[src/rtl/fir_pkg.sv]
// Shared constants for the FIR multiply-accumulate output path: widths,
// multiplier latency and accumulator state encoding.
package fir_pkg;

  localparam int PROD_W     = 59;
  localparam int ACC_W      = 64;
  localparam int OUT_W      = 24;
  localparam int FRAC_SHIFT = 34;
  localparam int MUL_LAT    = 4;

  localparam logic [0:0] S_IDLE  = 1'b0;
  localparam logic [0:0] S_ACCUM = 1'b1;

endpackage

[src/rtl/fir_round_sat.sv]
// Combinational round-half-up, arithmetic right shift and clamp of a wide
// signed accumulator down to a signed codec sample, with a clamp flag.
module fir_round_sat #(
  parameter int IN_W       = 64,
  parameter int OUT_W      = 24,
  parameter int FRAC_SHIFT = 34
) (
  input  logic signed [IN_W-1:0]  acc_i,
  output logic signed [OUT_W-1:0] res_o,
  output logic                    sat_o
);

  // One extra bit so adding the half-LSB can never wrap.
  localparam logic signed [IN_W:0] HALF =
    {{(IN_W-FRAC_SHIFT+1){1'b0}}, 1'b1, {(FRAC_SHIFT-1){1'b0}}};
  localparam logic signed [IN_W:0] MAXV =
    {{(IN_W-OUT_W+2){1'b0}}, {(OUT_W-1){1'b1}}};
  localparam logic signed [IN_W:0] MINV =
    {{(IN_W-OUT_W+2){1'b1}}, {(OUT_W-1){1'b0}}};

  function automatic logic signed [IN_W:0] round_shift(input logic signed [IN_W-1:0] a);
    logic signed [IN_W:0] sum;
    sum = $signed({a[IN_W-1], a}) + HALF;
    return sum >>> FRAC_SHIFT;
  endfunction

  logic signed [IN_W:0] r;

  always_comb begin
    r     = round_shift(acc_i);
    sat_o = 1'b0;
    res_o = r[OUT_W-1:0];
    if (r > MAXV) begin
      res_o = MAXV[OUT_W-1:0];
      sat_o = 1'b1;
    end else if (r < MINV) begin
      res_o = MINV[OUT_W-1:0];
      sat_o = 1'b1;
    end
  end

endmodule

[src/rtl/fir_mac_acc.sv]
// Frame accumulator behind the pipelined FIR multiplier: aligns frame tags to
// the product, sums one frame, rounds/saturates it. Option: FIR_MAC_ACC_SAT_STATUS_EN.
module fir_mac_acc
  import fir_pkg::*;
(
  input  logic                     clk,
  input  logic                     rst,
  input  logic                     tag_valid,
  input  logic                     tag_first,
  input  logic                     tag_last,
  input  logic signed [PROD_W-1:0] m,
  output logic signed [OUT_W-1:0]  dout,
  output logic                     dout_valid,
  output logic                     busy,
  output logic                     err
`ifdef FIR_MAC_ACC_SAT_STATUS_EN
  ,
  output logic                     sat,
  output logic [15:0]              sat_cnt
`endif
);

  logic [MUL_LAT-1:0][2:0]  tag_q, tag_d;
  logic [0:0]               state_q, state_d;
  logic signed [ACC_W-1:0]  acc_q, acc_d;
  logic                     close_q, close_d;
  logic                     err_q, err_d;
  logic signed [OUT_W-1:0]  dout_q, dout_d;
  logic                     dout_valid_q, dout_valid_d;
  logic                     v_d, f_d, l_d;
  logic signed [ACC_W-1:0]  m_ext;
  logic signed [OUT_W-1:0]  rs_res;
  logic                     rs_sat;

  assign {v_d, f_d, l_d} = tag_q[MUL_LAT-1];
  assign m_ext = {{(ACC_W-PROD_W){m[PROD_W-1]}}, m};

  // Stage 0: tag delay line and accumulate/state update aligned with m.
  always_comb begin
    tag_d   = {tag_q[MUL_LAT-2:0], {tag_valid, tag_first, tag_last}};
    state_d = state_q;
    acc_d   = acc_q;
    close_d = 1'b0;
    err_d   = 1'b0;
    if (v_d) begin
      if (f_d) begin
        // A first inside an open frame drops the partial sum and restarts.
        acc_d   = m_ext;
        err_d   = (state_q == S_ACCUM);
        state_d = l_d ? S_IDLE : S_ACCUM;
        close_d = l_d;
      end else if (state_q == S_ACCUM) begin
        acc_d = acc_q + m_ext;
        if (l_d) begin
          state_d = S_IDLE;
          close_d = 1'b1;
        end
      end else begin
        err_d = 1'b1;
      end
    end
  end

  fir_round_sat #(
    .IN_W       (ACC_W),
    .OUT_W      (OUT_W),
    .FRAC_SHIFT (FRAC_SHIFT)
  ) u_round_sat (
    .acc_i (acc_q),
    .res_o (rs_res),
    .sat_o (rs_sat)
  );

  // Stage 1: register the rounded result of the frame closed last cycle.
  always_comb begin
    dout_valid_d = close_q;
    dout_d       = close_q ? rs_res : dout_q;
  end

  always_ff @(posedge clk or posedge rst) begin
    if (rst) begin
      tag_q        <= '0;
      state_q      <= S_IDLE;
      acc_q        <= '0;
      close_q      <= 1'b0;
      err_q        <= 1'b0;
      dout_q       <= '0;
      dout_valid_q <= 1'b0;
    end else begin
      tag_q        <= tag_d;
      state_q      <= state_d;
      acc_q        <= acc_d;
      close_q      <= close_d;
      err_q        <= err_d;
      dout_q       <= dout_d;
      dout_valid_q <= dout_valid_d;
    end
  end

  assign dout       = dout_q;
  assign dout_valid = dout_valid_q;
  assign busy       = (state_q == S_ACCUM);
  assign err        = err_q;

`ifdef FIR_MAC_ACC_SAT_STATUS_EN
  logic        sat_q, sat_d;
  logic [15:0] sat_cnt_q, sat_cnt_d;

  always_comb begin
    sat_d     = close_q & rs_sat;
    sat_cnt_d = sat_cnt_q;
    if (close_q && rs_sat && (sat_cnt_q != 16'hFFFF)) sat_cnt_d = sat_cnt_q + 16'd1;
  end

  always_ff @(posedge clk or posedge rst) begin
    if (rst) begin
      sat_q     <= 1'b0;
      sat_cnt_q <= '0;
    end else begin
      sat_q     <= sat_d;
      sat_cnt_q <= sat_cnt_d;
    end
  end

  assign sat     = sat_q;
  assign sat_cnt = sat_cnt_q;
`else
  logic sat_unused;
  assign sat_unused = rs_sat;
`endif

endmodule
[config.mk]
export PLATFORM = sky130hd
export DESIGN_NAME = fir_mac_acc
export DESIGN_NICKNAME = d
export VERILOG_FILES = /design/src/rtl/fir_pkg.sv /design/src/rtl/fir_round_sat.sv /design/src/rtl/fir_mac_acc.sv
export SDC_FILE = /design/constraint.sdc
export NUM_CORES = 1
export LEC_CHECK = 0
export CORE_MARGIN = 2
export CORE_UTILIZATION = 53
export DETAILED_ROUTE_END_ITERATION = 16
export PLACE_DENSITY = 0.88
export SLEW_MARGIN = 20
export SYNTH_ARGS = -nofsm -noshare
export SYNTH_HDL_FRONTEND = slang
export SYNTH_SLANG_ARGS = --single-unit
[constraint.sdc]
create_clock -name clk -period 3.88 [get_ports clk]
set_input_delay 1.164 -clock clk [delete_from_list [all_inputs] [get_ports clk]]
set_output_delay 1.164 -clock clk [all_outputs]
set_load 0.01 [all_outputs]
==> Word-level counts from Yosys, hierarchy flattened <==
Index checks and enable logic that the tools add are counted.
{ "word_totals": {"latchBits": 0, "n_memories": 0, "ram_bits": 0, "reg_bits": 104, "elab_cells": 30, "romBits": 0} }
{ "op_classes": {"eq_ne": 0, "bitwise": 0, "shift": 0, "n_lt_le_gt_ge": 2, "n_div": 0, "reduce_logical": 2, "add_sub_neg": 2, "multipliers": 0, "muxes": 14} }
{ "ops": {"columns": ["op", "count"], "rows": [
  ["$mux 64", 2],
  ["$add 64x35->65 const B", 1],
  ["$add 64x59->64", 1],
  ["$mux 24", 2],
  ["$gt 31x24->1 const B", 1],
  ["$lt 31x24->1 const B", 1],
  ["$mux 1", 10],
  ["$reduce_and 2->1", 1],
  ["$reduce_bool 2->1", 1]
]} }

==> Logic depth before layout (Yosys ltp) <==
Gate-level depths: netlist of the first run.
{ "logic_depth": {"ltp_word": 4, "depth_mapped": 13, "depth_no_buf": 13} }

==> Cells and area by module <==
From an unflattened synthesis of the first run, not the netlist that was laid out.
{ "unflattened": {"hier_cells": 1077, "area_unflattened_um2": 8902.3} }
{ "modules_own_cells": {"columns": ["mod", "n_inst", "seq_area_each_um2", "area_each_um2", "cells_each"], "rows": [
  ["fir_mac_acc", 1, 2602.5, 7813.7, 940],
  ["fir_round_sat", 1, 0.0, 1088.5, 137]
]} }

==> Worst setup path before layout of the first run <==
OpenSTA, ideal clock, no wires.
{ "synth_path": {"kind": "input to register", "from": "input m[31]", "to": "register acc_q[63]", "cell_stages": 11, "arrival_ns": 3.913, "required_time_ns": 3.815, "path_slack_ns": -0.099, "setup_ns": 0.065, "cell_sequence": "ha_1 buf_2 nand4_2 or3_1 or4_4 a211oi_2 nor2_1 o31a_1 o31ai_4 mux2i_1 o211a_1"} }
{ "synth_via": {"elab_chain_cells": 3} }
{ "synth_lines": {"columns": ["item", "line_no", "text"], "rows": [
  ["from (decl)", "fir_mac_acc.sv:11", "input logic signed [PROD_W-1:0] m,"],
  ["$add 64x59->64", "fir_mac_acc.sv:53", "acc_d = acc_q + m_ext;"],
  ["$mux 64", "fir_mac_acc.sv:52", "end else if (state_q == S_ACCUM) begin"],
  ["$mux 64", "fir_mac_acc.sv:46", "if (f_d) begin"],
  ["to (signal assigned)", "fir_mac_acc.sv:84", "acc_q <= '0;"],
  ["to (signal assigned)", "fir_mac_acc.sv:92", "acc_q <= acc_d;"],
  ["to (decl)", "fir_mac_acc.sv:25", "logic signed [ACC_W-1:0] acc_q, acc_d;"]
]} }
Every way passes these cells. The select of a mux whose other input is x is not followed.
A chain may end at the register's enable or synchronous reset.

==> Worst setup path after layout of the first run <==
{ "layout_path": {"from": "input m[6]", "to": "register acc_q[57]"} }
The elaborated chain is that of the path after synthesis.

==> results of run 1 <==
## state kept, by name, summed over array words and instances (netlist names)
register	cells
dout_valid	1
err	1
tag_q	1
dout	24
f_d	1
tag_d	9
busy	1
acc_q	64
close_q	1
l_d	1
## cell families after synthesis
kind of cell | count (synthesis)
muxes | 13
DFF | 104
buffers and inverters | 79
AOI/OAI and AO/OA | 382
adders and majority gates | 66
and+or+nand+nor | 328
xor gates and xnor gates | 83
## per-stage QoR
step / setup TNS (ns) / utilization [%] / hold slack (ns) / instance area [sq um] / setup WS [ns]
after detailed placement: -18.28 / 67.1 / 0.336 / 10600 / -0.760
after CTS: 0 / 72.2 / 0.353 / 11400 / 0.00173
after floorplan: 0 / - / 0.331 / 8510 / 0.0535
after global routing: -0.00386 / 72.9 / 0.364 / 11500 / -0.00386
final: 0 / 72.9 / 0.353 / 11500 / 0.106
after global placement: -16.19 / 67.1 / 0.333 / 10600 / -0.677
## report_power, final
group | switching, uW | leakage, uW | total, uW | internal [uW]
Clock | 482 | 0.000144 | 952 | 470
Sequential | 409 | 0.00122 | 1840 | 1430
Combinational | 2350 | 0.00356 | 4680 | 2340
## repair_timing
item	in CTS	in global routing
gates resized for setup	101	33
pin swaps	36	23
endpoints found under the setup margin	28	27
setup buffers	7	3
## worst max-delay path, delay by kind of cell
kind / cells / cell delay, ns
buf+inv: 4 / 0.68
xor+xnor: 1 / 0.16
fa+ha+maj: 1 / 0.32
compound gates: 5 / 0.79
simple gates: 5 / 0.89
## area by class of cell
cell class / count / area share, %
well taps: 216 / 2.35
clock inverters: 6 / 0.490
clock buffers: 10 / 2.08
multi-input cells: 872 / 53.8
inverters: 24 / 0.816
flip-flops and latches: 104 / 22.7
repair buffers: 247 / 17.8
## metal layers
metal / track usage (%) / vias to the layer above / routed length [um]
met5: 0 / - / 0
met4: 13.6 / 0 / 824
met3: 5.09 / 89 / 2050
met2: 52.6 / 478 / 12700
met1: 39.0 / 4303 / 10600
li1: - / 4248 / -
## worst min-delay path by stage
stage | slack (ns) | cells after the start | endpoint | from
after floorplan | 0.33 | 0 | f_d | tag_d[10]
after CTS | 0.35 | 0 | tag_d[7] | tag_d[4]
after global routing | 0.36 | 0 | tag_d[7] | tag_d[4]
after global placement | 0.33 | 0 | tag_d[11] | tag_d[8]
after detailed placement | 0.34 | 0 | tag_d[7] | tag_d[4]
final | 0.35 | 0 | tag_d[11] | tag_d[8]
## cell usage in the layout (no fill, tap or decap), drive strengths merged, types with 4 or more instances in the layout
master,synthesis,final
buf,13,157
a21oi,119,119
nand2,113,113
dfrtp,104,104
o21ai,104,104
nor2,79,79
ha,65,65
clkdlybuf4s50,0,51
xnor2,45,45
xor2,38,38
dlygate4sd2,0,32
o21a,32,32
a21o,31,31
nand3,31,31
inv,24,28
o211ai,25,25
nand4,24,24
nor3,22,22
and3,16,16
clkbuf,42,14
a31oi,13,13
mux2i,12,12
o21bai,11,11
nor2b,10,10
nand2b,8,8
a211oi,8,8
or3,8,8
o31ai,6,6
and2,4,4
nor3b,4,4
a21boi,4,4
==> insert_results.sql, run 1 <==
INSERT INTO impl_metrics (metric_group, metric, value, unit) VALUES
('clock_tree', 'clock_latency', '0.38', 'ns'),
('worst_setup_path', 'critical_path_required', '4.12', 'ns'),
('timing', 'hold_viol_final', '0', ''),
('placed_design', 'place_inst', '1453', ''),
('worst_setup_path', 'cp.arrival', '4.01', 'ns'),
('power_and_ir_drop', 'total_leakage_power', '0.00492', 'uW'),
('power_and_ir_drop', 'power_density', '651', 'nW/um^2'),
('synth', 'yosysSeqAreaShare', '30.6', '%'),
('grt', 'grt_overflow_total', '0', ''),
('grt', 'grt_antenna_before_repair', '0', ''),
('timing', 'worst_slew_pin_slew', '0.916', 'ns'),
('timing', 'fin_crit', '3.77', 'ns'),
('clock_tree', 'clock-root-buffer', 'sky130_fd_sc_hd__clkbuf_16', ''),
('synth', 'syn-num-nets', '1185', ''),
('floorplanning', 'placeable_core_region', '15800', 'sq um'),
('synth', 'dominantRegCellSynth', 'sky130_fd_sc_hd__dfrtp_1', ''),
('placed_design', 'detailed_place_hpwl', '17400', 'um'),
('detailed_routing', 'avgRoutedWirePerCell', '17.7', 'um'),
('final_layout', 'instances_no_fill', '1479', ''),
('final_layout', 'final_layout_size_suffix_gt1_share', '20.3', '%'),
('clock_tree', 'htree_num_levels', '3', ''),
('synth', 'ys_async_sr_fraction', '100', '%'),
('outcome', 'status', 'complete, no violations', ''),
('detailed_routing', 'drt_iter0_markers', '816', ''),
('worst_setup_path', 'path_max_fanout', '5', ''),
('synth', 'synth_area', '8500', 'sq um'),
('worst_setup_path', 'slowest_stage_cell_on_the_critical_path', 'sky130_fd_sc_hd__or4_4', ''),
('worst_setup_path', 'r2r_start', 'acc_q[36]', ''),
('timing', 'max_freq', '265', 'MHz'),
('power_and_ir_drop', 'vdd_drop_max', '0.329', 'mV'),
('worst_setup_path', 'worstReg2RegEnd', 'acc_q[57]', ''),
('final_layout', 'number_of_antenna_diodes', '0', ''),
('floorplanning', 'die_width', '131', 'um'),
('worst_setup_path', 'setup.worst_path.start', 'm[6]', ''),
('power_and_ir_drop', 'post-layout-total-power', '7480', 'uW'),
('floorplanning', 'dieArea', '17100', 'sq um'),
('worst_setup_path', 'cp_common_cell', 'sky130_fd_sc_hd__buf_4', ''),
('synth', 'synth-warning-count', '0', ''),
('timing', 'final-max-slew-violation-count', '0', ''),
('synth', 'syn_area_per_cell', '8.06', 'sq um'),
('synth', 'post-synth-top-count-cell', 'sky130_fd_sc_hd__a21oi_1', ''),
('final_layout', 'num-nets-final', '1388', ''),
('clock_tree', 'cts_num_sinks', '104', ''),
('worst_setup_path', 'timing.critical_path.to_type', 'flip-flop', ''),
('detailed_routing', 'post-route-drc-count', '0', ''),
('worst_setup_path', 'worst_r2r_path_depth', '13', ''),
('clock_tree', 'cts-buffers-inserted', '9', ''),
('worst_setup_path', 'r2r_setup_slack', '0.73', 'ns'),
('final_layout', 'area.sequential', '2600', 'sq um'),
('final_layout', 'layout-area-overhead-vs-synth', '35.1', '%'),
('detailed_routing', 'total_wire_length', '26200', 'um'),
('grt', 'grt_pass1_wl', '42400', 'um'),
('grt', 'groute.usage.overall', '31.0', '%'),
('worst_setup_path', 'crit_path_cell_trace', 'dlygate4sd2_1 > ha_4 > nand4_1 > a21oi_2 > nor2_2 > o21a_4 > or4_4 > a211oi_4 > buf_4 > buf_4 > o41ai_2 > buf_4 > nor3_2 > nor2_1 > xor2_1 > o21ai_1', ''),
('run', 'max-cap-violations', '0', ''),
('synth', 'yosys.area.top_type', 'sky130_fd_sc_hd__dfrtp_1', ''),
('synth', 'synth_xor_xnor_area_share', '8.55', '%'),
('synth', 'ys_ff_latch', '104', ''),
('synth', 'synth_top_area_share', '30.6', '%'),
('synth', 'synthDistinctLibCells', '66', ''),
('synth', 'post_synth_and_or_nand_nor_area_fraction', '18.1', '%'),
('clock_tree', 'ctsHoldBuffers', '0', ''),
('worst_setup_path', 'type_of_the_worst_setup_path', 'primary input to flip-flop', ''),
('timing', 'maxSlewHeadroom', '38.9', '%'),
('floorplanning', 'fp.dieH', '131', 'um'),
('floorplanning', 'start_util', '53.9', '%'),
('worst_setup_path', 'crit_path_end', 'acc_q[57]', ''),
('timing', 'final_min_period_over_clock_period', '97.3', '%'),
('floorplanning', 'placement_rows', '46', ''),
('worst_setup_path', 'worstSetupStartpointType', 'primary input', ''),
('synth', 'synth.mux.area_fraction', '1.54', '%');
Note: power is estimated with default switching activity, not from simulation.
==> run 2, diff against run 1 <==
--- a/config.mk
+++ b/config.mk
@@ -6,9 +6,11 @@
 export NUM_CORES = 1
 export LEC_CHECK = 0
 export CORE_MARGIN = 2
-export CORE_UTILIZATION = 53
+export CORE_UTILIZATION = 54
+export CTS_BUF_LIST = sky130_fd_sc_hd__clkbuf_2 sky130_fd_sc_hd__clkbuf_4 sky130_fd_sc_hd__clkbuf_8
+export CTS_CLUSTER_DIAMETER = 100
 export DETAILED_ROUTE_END_ITERATION = 16
-export PLACE_DENSITY = 0.88
+export PLACE_DENSITY = 0.9
 export SLEW_MARGIN = 20
 export SYNTH_ARGS = -nofsm -noshare
 export SYNTH_HDL_FRONTEND = slang
==> insert_results.sql, run 2 (synthesis results as in run 1) <==
INSERT INTO impl_metrics (metric_group, metric, value, unit) VALUES
('grt', 'grt_antenna_before_repair', '1', ''),
('clock_tree', 'clock_latency', '0.42', 'ns'),
('worst_setup_path', 'r2r_setup_slack', '0.66', 'ns'),
('floorplanning', 'placement_rows', '45', ''),
('worst_setup_path', 'path_max_fanout', '6', ''),
('grt', 'grt.met3_usage', '4.67', '%'),
('final_layout', 'final_layout_size_suffix_gt1_share', '20.4', '%'),
('placed_design', 'pre_cts_ws', '-0.895', 'ns'),
('final_layout', 'nFillCells', '1034', ''),
('worst_setup_path', 'critical_path_required', '4.18', 'ns'),
('timing', 'maxSlewHeadroom', '49.7', '%'),
('worst_setup_path', 'type_of_the_worst_setup_path', 'primary input to flip-flop', ''),
('outcome', 'status', 'complete, no violations', ''),
('timing', 'hold_viol_final', '0', ''),
('timing', 'worst_slew_pin_slew', '0.755', 'ns'),
('detailed_routing', 'total_wire_length', '26200', 'um'),
('detailed_routing', 'post-route-drc-count', '0', ''),
('worst_hold_path', 'timing.hold.worst.class', 'flip-flop to flip-flop', ''),
('timing', 'fin_setup_tns', '0', 'ns'),
('timing', 'skew', '0.0286', 'ns'),
('floorplanning', 'io-pin-count', '91', ''),
('clock_tree', 'cts-buffers-inserted', '9', ''),
('grt', 'grt_pass1_wl', '42100', 'um'),
('power_and_ir_drop', 'power_density', '646', 'nW/um^2'),
('final_layout', 'num-nets-final', '1391', ''),
('final_layout', 'number_of_antenna_diodes', '0', ''),
('detailed_routing', 'routed_via_density', '6.22', ''),
('clock_tree', 'ctsHoldBuffers', '0', ''),
('placed_design', 'detailed_place_hpwl', '17800', 'um'),
('floorplanning', 'start_util', '55.5', '%'),
('detailed_routing', 'avgRoutedWirePerCell', '17.8', 'um'),
('clock_tree', 'cts_max_path_buffers', '2', ''),
('run', 'max-cap-violations', '0', ''),
('timing', 'final-max-slew-violation-count', '0', ''),
('worst_hold_path', 'hold-path-cell-count', '0', ''),
('grt', 'grt_max_degree', '48', ''),
('worst_setup_path', 'worstReg2RegEnd', 'acc_q[61]', ''),
('worst_setup_path', 'worst_r2r_path_depth', '12', ''),
('power_and_ir_drop', 'total_leakage_power', '0.00494', 'uW'),
('timing', 'final_min_period_over_clock_period', '98.1', '%'),
('timing', 'fin_crit', '3.81', 'ns'),
('final_layout', 'largest_register_ff_count', '64', ''),
('floorplanning', 'fp.dieH', '129', 'um'),
('placed_design', 'place.gp.congestion', '0.966', ''),
('clock_tree', 'tritoncts', 'built', ''),
('worst_setup_path', 'r2r_start', 'acc_q[17]', ''),
('worst_hold_path', 'hold_path_end', 'tag_d[6]', ''),
('final_layout', 'top_register', 'acc_q', ''),
('timing', 'report.final.setup_viol', '0', ''),
('worst_setup_path', 'worstSetupStartpointType', 'primary input', ''),
('worst_hold_path', 'hold_path_startpoint', 'tag_d[3]', ''),
('worst_setup_path', 'timing.critical_path.to_type', 'flip-flop', ''),
('grt', 'grt_util_met1', '40.8', '%'),
('detailed_routing', 'via_count', '9174', ''),
('clock_tree', 'clk_pin_slew_worst_paths', '0.12', 'ns'),
('grt', 'grt_overflow_total', '0', ''),
('placed_design', 'place.port_buffers', '90', ''),
('grt', 'grtUsageMet2', '51.1', '%'),
('floorplanning', 'die_width', '129', 'um'),
('timing', 'max_freq', '263', 'MHz'),
('clock_tree', 'cts_num_sinks', '104', ''),
('clock_tree', 'htree_num_levels', '3', ''),
('timing', 'fin_worst_setup_slack', '0.0727', 'ns'),
('floorplanning', 'placeable_core_region', '15300', 'sq um'),
('final_layout', 'layout-area-overhead-vs-synth', '35.1', '%'),
('clock_tree', 'clock-root-buffer', 'sky130_fd_sc_hd__clkbuf_8', ''),
('grt', 'first_global_vias', '8732', ''),
('detailed_routing', 'ant_nets', '0', ''),
('detailed_routing', 'drt_iter0_markers', '972', ''),
('floorplanning', 'dieArea', '16800', 'sq um'),
('grt', 'globalRoute.busiestLayer', 'met2', ''),
('grt', 'groute.usage.overall', '31.0', '%'),
('worst_setup_path', 'cp.arrival', '4.11', 'ns'),
('detailed_routing', 'drt_first_pass_iters', '6', ''),
('final_layout', 'final_cell_mix', '159 x sky130_fd_sc_hd__buf_4, 114 x sky130_fd_sc_hd__a21oi_1, 112 x sky130_fd_sc_hd__nand2_1', ''),
('power_and_ir_drop', 'vdd_drop_max', '0.333', 'mV'),
('final_layout', 'layout_commonest_cell', 'sky130_fd_sc_hd__buf_4', '');
run 2: changes by cell type in the layout (fill, tap and decap cells not counted), moves of 3 or more:
cell	previous run	this run
sky130_fd_sc_hd__clkbuf_16	9	0
sky130_fd_sc_hd__clkbuf_8	1	9
sky130_fd_sc_hd__o21ai_1	10	3
sky130_fd_sc_hd__o21ai_0	92	97
sky130_fd_sc_hd__buf_4	155	159
sky130_fd_sc_hd__bufinv_16	0	3
sky130_fd_sc_hd__clkbuf_2	4	1
sky130_fd_sc_hd__nand2_1	109	112
sky130_fd_sc_hd__nand2_2	4	1
run 2: through the flow:
stage | instances | hold slack (ns) | power [uW] | utilization (%) | instance area [sq um]
after floorplan | 1055 | 0.331 | 4350 | - | 8510
after global placement | 1453 | 0.331 | 5800 | 69.2 | 10600
after detailed placement | 1453 | 0.335 | 5950 | 69.2 | 10600
after CTS | 1475 | 0.362 | 7100 | 74.0 | 11300
after global routing | 1476 | 0.368 | 7900 | 75.0 | 11500
final | 1476 | 0.362 | 7420 | 75.0 | 11500
run 2: layer usage:
layer	wire (um)	share of wire [%]	vias to the layer above
li1	-	-	4251
met1	10900	42	4305
met2	12400	47	510
met3	2070	7.9	106
met4	875	3.3	2
met5	11	0.042	-
run 2: timing repair:
item,CTS,global route
pin swaps,32,18
resized for setup,92,33
hold endpoints to repair,0,0
setup endpoints to repair,28,20
buffers inserted,7,1
run 2: power breakdown:
group          switching (uW)  internal, uW
sequential                419          1430
combinational            2350          2340
clock                     443           431
run 2: worst max-delay path by stage:
stage / from / to / cells after the start
final: m[17] / acc_q[61] / 13
after global routing: m[2] / acc_q[33] / 13
after CTS: m[15] / acc_q[63] / 12
after detailed placement: m[0] / acc_q[52] / 14
after global placement: m[0] / acc_q[52] / 14
after floorplan: m[36] / acc_q[63] / 11
run 2: worst max-delay path, cell delays in order:
cell	delay, ns
sky130_fd_sc_hd__dlygate4sd2_1	0.27
sky130_fd_sc_hd__ha_4	0.28
sky130_fd_sc_hd__buf_6	0.11
sky130_fd_sc_hd__nand4_1	0.15
sky130_fd_sc_hd__or3_4	0.42
sky130_fd_sc_hd__or4_4	0.44
sky130_fd_sc_hd__a211oi_2	0.26
sky130_fd_sc_hd__nor2_1	0.09
sky130_fd_sc_hd__o31a_1	0.32
sky130_fd_sc_hd__buf_4	0.17
sky130_fd_sc_hd__o211ai_1	0.19
sky130_fd_sc_hd__a2111o_1	0.16
sky130_fd_sc_hd__nand3_1	0.07
run 2: cell type report:
type | instances | area [sq um] | share of cell area (%)
clock buffers | 9 | 124 | 1.08
well taps | 211 | 264 | 2.30
repair buffers | 250 | 2070 | 18.0
clock inverters | 6 | 116 | 1.01
inverters | 24 | 93.8 | 0.817
multi-input cells | 872 | 6210 | 54.1
flip-flops and latches | 104 | 2600 | 22.7
==> run 3, diff against run 2 <==
--- a/config.mk
+++ b/config.mk
@@ -6,11 +6,11 @@
 export NUM_CORES = 1
 export LEC_CHECK = 0
 export CORE_MARGIN = 2
-export CORE_UTILIZATION = 54
+export CORE_UTILIZATION = 45
 export CTS_BUF_LIST = sky130_fd_sc_hd__clkbuf_2 sky130_fd_sc_hd__clkbuf_4 sky130_fd_sc_hd__clkbuf_8
 export CTS_CLUSTER_DIAMETER = 100
 export DETAILED_ROUTE_END_ITERATION = 16
-export PLACE_DENSITY = 0.9
+export PLACE_DENSITY = 0.78
 export SLEW_MARGIN = 20
 export SYNTH_ARGS = -nofsm -noshare
 export SYNTH_HDL_FRONTEND = slang
==> insert_results.sql, run 3 (synthesis results as in run 1) <==
INSERT INTO impl_metrics (metric_group, metric, value, unit) VALUES
('outcome', 'status', 'complete, no violations', ''),
('grt', 'groute.usage.overall', '24.8', '%'),
('final_layout', 'nFillCells', '1530', ''),
('clock_tree', 'cts-buffers-inserted', '9', ''),
('final_layout', 'multi_input_comb_area', '6180', 'sq um'),
('worst_hold_path', 'timing.hold.worst.class', 'flip-flop to flip-flop', ''),
('clock_tree', 'clk_pin_slew_worst_paths', '0.11', 'ns'),
('floorplanning', 'start_util', '45.6', '%'),
('timing', 'fin_crit', '3.78', 'ns'),
('placed_design', 'place_inst', '1481', ''),
('power_and_ir_drop', 'vdd_drop_max', '0.290', 'mV'),
('final_layout', 'layout-area-overhead-vs-synth', '35.8', '%'),
('grt', 'grt_overflow_total', '0', ''),
('power_and_ir_drop', 'power_density', '627', 'nW/um^2'),
('worst_setup_path', 'type_of_the_worst_setup_path', 'primary input to flip-flop', ''),
('clock_tree', 'htree_num_levels', '3', ''),
('detailed_routing', 'total_wire_length', '24800', 'um'),
('detailed_routing', 'avgRoutedWirePerCell', '16.4', 'um'),
('floorplanning', 'fp.dieH', '141', 'um'),
('grt', 'grt_antenna_before_repair', '0', ''),
('floorplanning', 'placeable_core_region', '18600', 'sq um'),
('placed_design', 'place.gp.congestion', '0.947', ''),
('timing', 'worst_slew_pin_slew', '0.928', 'ns'),
('final_layout', 'final_layout_size_suffix_gt1_share', '20.7', '%'),
('timing', 'skew', '0.0292', 'ns'),
('placed_design', 'detailed_place_hpwl', '17800', 'um'),
('timing', 'report.final.setup_viol', '0', ''),
('detailed_routing', 'post-route-drc-count', '0', ''),
('final_layout', 'final_cell_mix', '167 x sky130_fd_sc_hd__buf_4, 115 x sky130_fd_sc_hd__a21oi_1, 112 x sky130_fd_sc_hd__nand2_1', ''),
('power_and_ir_drop', 'p_seq_share', '25.2', '%'),
('final_layout', 'num-nets-final', '1402', ''),
('floorplanning', 'dieArea', '20000', 'sq um'),
('timing', 'final_min_period_over_clock_period', '97.4', '%'),
('floorplanning', 'placement_rows', '50', ''),
('placed_design', 'pre_cts_ws', '-0.662', 'ns'),
('clock_tree', 'cts_num_sinks', '104', ''),
('power_and_ir_drop', 'power.switching', '3130', 'uW'),
('worst_setup_path', 'path_max_fanout', '4', ''),
('worst_setup_path', 'critical_path_required', '4.24', 'ns'),
('final_layout', 'number_of_antenna_diodes', '0', ''),
('detailed_routing', 'drt_iter0_markers', '689', ''),
('clock_tree', 'cts_max_path_buffers', '2', ''),
('grt', 'grt_max_degree', '87', ''),
('run', 'max-cap-violations', '0', ''),
('final_layout', 'top_register', 'acc_q', ''),
('grt', 'grt.met3_usage', '3.85', '%'),
('timing', 'maxSlewHeadroom', '38.2', '%'),
('power_and_ir_drop', 'total_leakage_power', '0.00495', 'uW'),
('worst_setup_path', 'worstSetupStartpointType', 'primary input', ''),
('power_and_ir_drop', 'p_int', '4100', 'uW'),
('grt', 'grt_pass1_wl', '40800', 'um'),
('detailed_routing', 'via_count', '8801', ''),
('timing', 'final-max-slew-violation-count', '0', ''),
('power_and_ir_drop', 'switching_share', '43.3', '%'),
('detailed_routing', 'routed_via_density', '5.82', ''),
('clock_tree', 'tritoncts', 'built', ''),
('worst_setup_path', 'timing.critical_path.to_type', 'flip-flop', ''),
('final_layout', 'instances_no_fill', '1511', ''),
('clock_tree', 'clock-root-buffer', 'sky130_fd_sc_hd__clkbuf_8', ''),
('timing', 'max_freq', '265', 'MHz'),
('final_layout', 'utilization', '61.9', '%'),
('final_layout', 'area.sequential', '2600', 'sq um'),
('detailed_routing', 'drt_first_pass_iters', '8', ''),
('power_and_ir_drop', 'share_comb_of_total_power', '64.0', '%'),
('grt', 'globalRoute.busiestLayer', 'met2', ''),
('timing', 'hold_viol_final', '0', ''),
('final_layout', 'layout_commonest_cell', 'sky130_fd_sc_hd__buf_4', ''),
('grt', 'grt_util_met1', '33.2', '%'),
('grt', 'grtUsageMet2', '41.2', '%'),
('detailed_routing', 'ant_nets', '0', ''),
('floorplanning', 'io-pin-count', '91', ''),
('clock_tree', 'clock_latency', '0.43', 'ns'),
('final_layout', 'largest_register_ff_count', '64', ''),
('power_and_ir_drop', 'clockPowerShare', '10.8', '%'),
('worst_setup_path', 'cp.arrival', '4.14', 'ns'),
('floorplanning', 'die_width', '141', 'um'),
('clock_tree', 'ctsHoldBuffers', '0', ''),
('timing', 'fin_worst_setup_slack', '0.100', 'ns'),
('grt', 'first_global_vias', '8542', ''),
('worst_setup_path', 'r2r_setup_slack', '0.63', 'ns'),
('placed_design', 'place.port_buffers', '90', '');
-- run 3: cell types whose count changed in the layout (fill, tap and decap cells not counted), moves of 3 or more --
cell	previous run	this run
sky130_fd_sc_hd__o21ai_1	3	8
sky130_fd_sc_hd__buf_4	159	167
sky130_fd_sc_hd__nor2_2	4	1
sky130_fd_sc_hd__dlymetal6s2s_1	5	1
sky130_fd_sc_hd__ha_1	30	33
sky130_fd_sc_hd__ha_4	34	31
sky130_fd_sc_hd__dlygate4sd2_1	33	36
-- run 3: worst paths after layout --
check | end | cells past startpoint | startpoint
min in group asynchronous | acc_q[20] | 3 | rst
hold reg to reg | f_d | 0 | tag_d[10]
setup reg to reg | acc_q[63] | 11 | acc_q[15]
max in group asynchronous | f_d | 3 | rst
setup / recovery | acc_q[63] | 14 | m[6]
hold / removal | f_d | 0 | tag_d[10]
-- run 3: critical path, stage by stage --
cell and delay [ns]:
sky130_fd_sc_hd__dlygate4sd2_1 0.28, sky130_fd_sc_hd__ha_4 0.29, sky130_fd_sc_hd__buf_4 0.11, sky130_fd_sc_hd__nand4_1 0.12, sky130_fd_sc_hd__nand3_2 0.13, sky130_fd_sc_hd__nor2_4 0.05, sky130_fd_sc_hd__o21a_4 0.22, sky130_fd_sc_hd__or4_4 0.44
sky130_fd_sc_hd__a211oi_4 0.29, sky130_fd_sc_hd__nor2_2 0.07, sky130_fd_sc_hd__o31a_1 0.33, sky130_fd_sc_hd__o31ai_4 0.25, sky130_fd_sc_hd__mux2i_1 0.22, sky130_fd_sc_hd__o211a_1 0.16
-- run 3: area by class of cell --
type,count,area share (%)
multi-input combinational,872,53.5
sequential,104,22.6
timing repair buffer,261,18.7
tap,234,2.54
clock buffer,9,1.07
inverter,24,0.813
clock inverter,7,0.748
-- run 3: per-stage QoR --
stage,power (uW),cell area [sq um],hold slack [ns],TNS (ns)
2_1_floorplan,4350,8510,0.331,0
3_3_place_gp,5870,10700,0.331,-18.09
3_5_place_dp,5980,10700,0.335,-19.45
4_1_cts,7060,11400,0.363,0
5_1_grt,7790,11500,0.369,-0.0201
6_report,7240,11500,0.358,0
-- run 3: repair_timing --
| action | in CTS | in global routing |
|---|---|---|
| pin swaps | 37 | 14 |
| setup buffers | 14 | 0 |
| endpoints found under the setup margin | 28 | 24 |
| gates resized for setup | 94 | 30 |
-- run 3: routing by layer --
metal / part of all wire, % / routed length, um
met1: 45 / 11200
met2: 47 / 11500
met4: 2.5 / 610
met3: 5.6 / 1380
met5: 0 / 0
-- run 3: power by group through the flow --
stage               logic [uW]  clock network, uW  registers, uW
detailed placement        4190                  0           1790
CTS                       4440                795           1820
finish                    4630                779           1830
global placement          4100                  0           1770
global route              5090                835           1870
floorplan                 2600                  0           1750
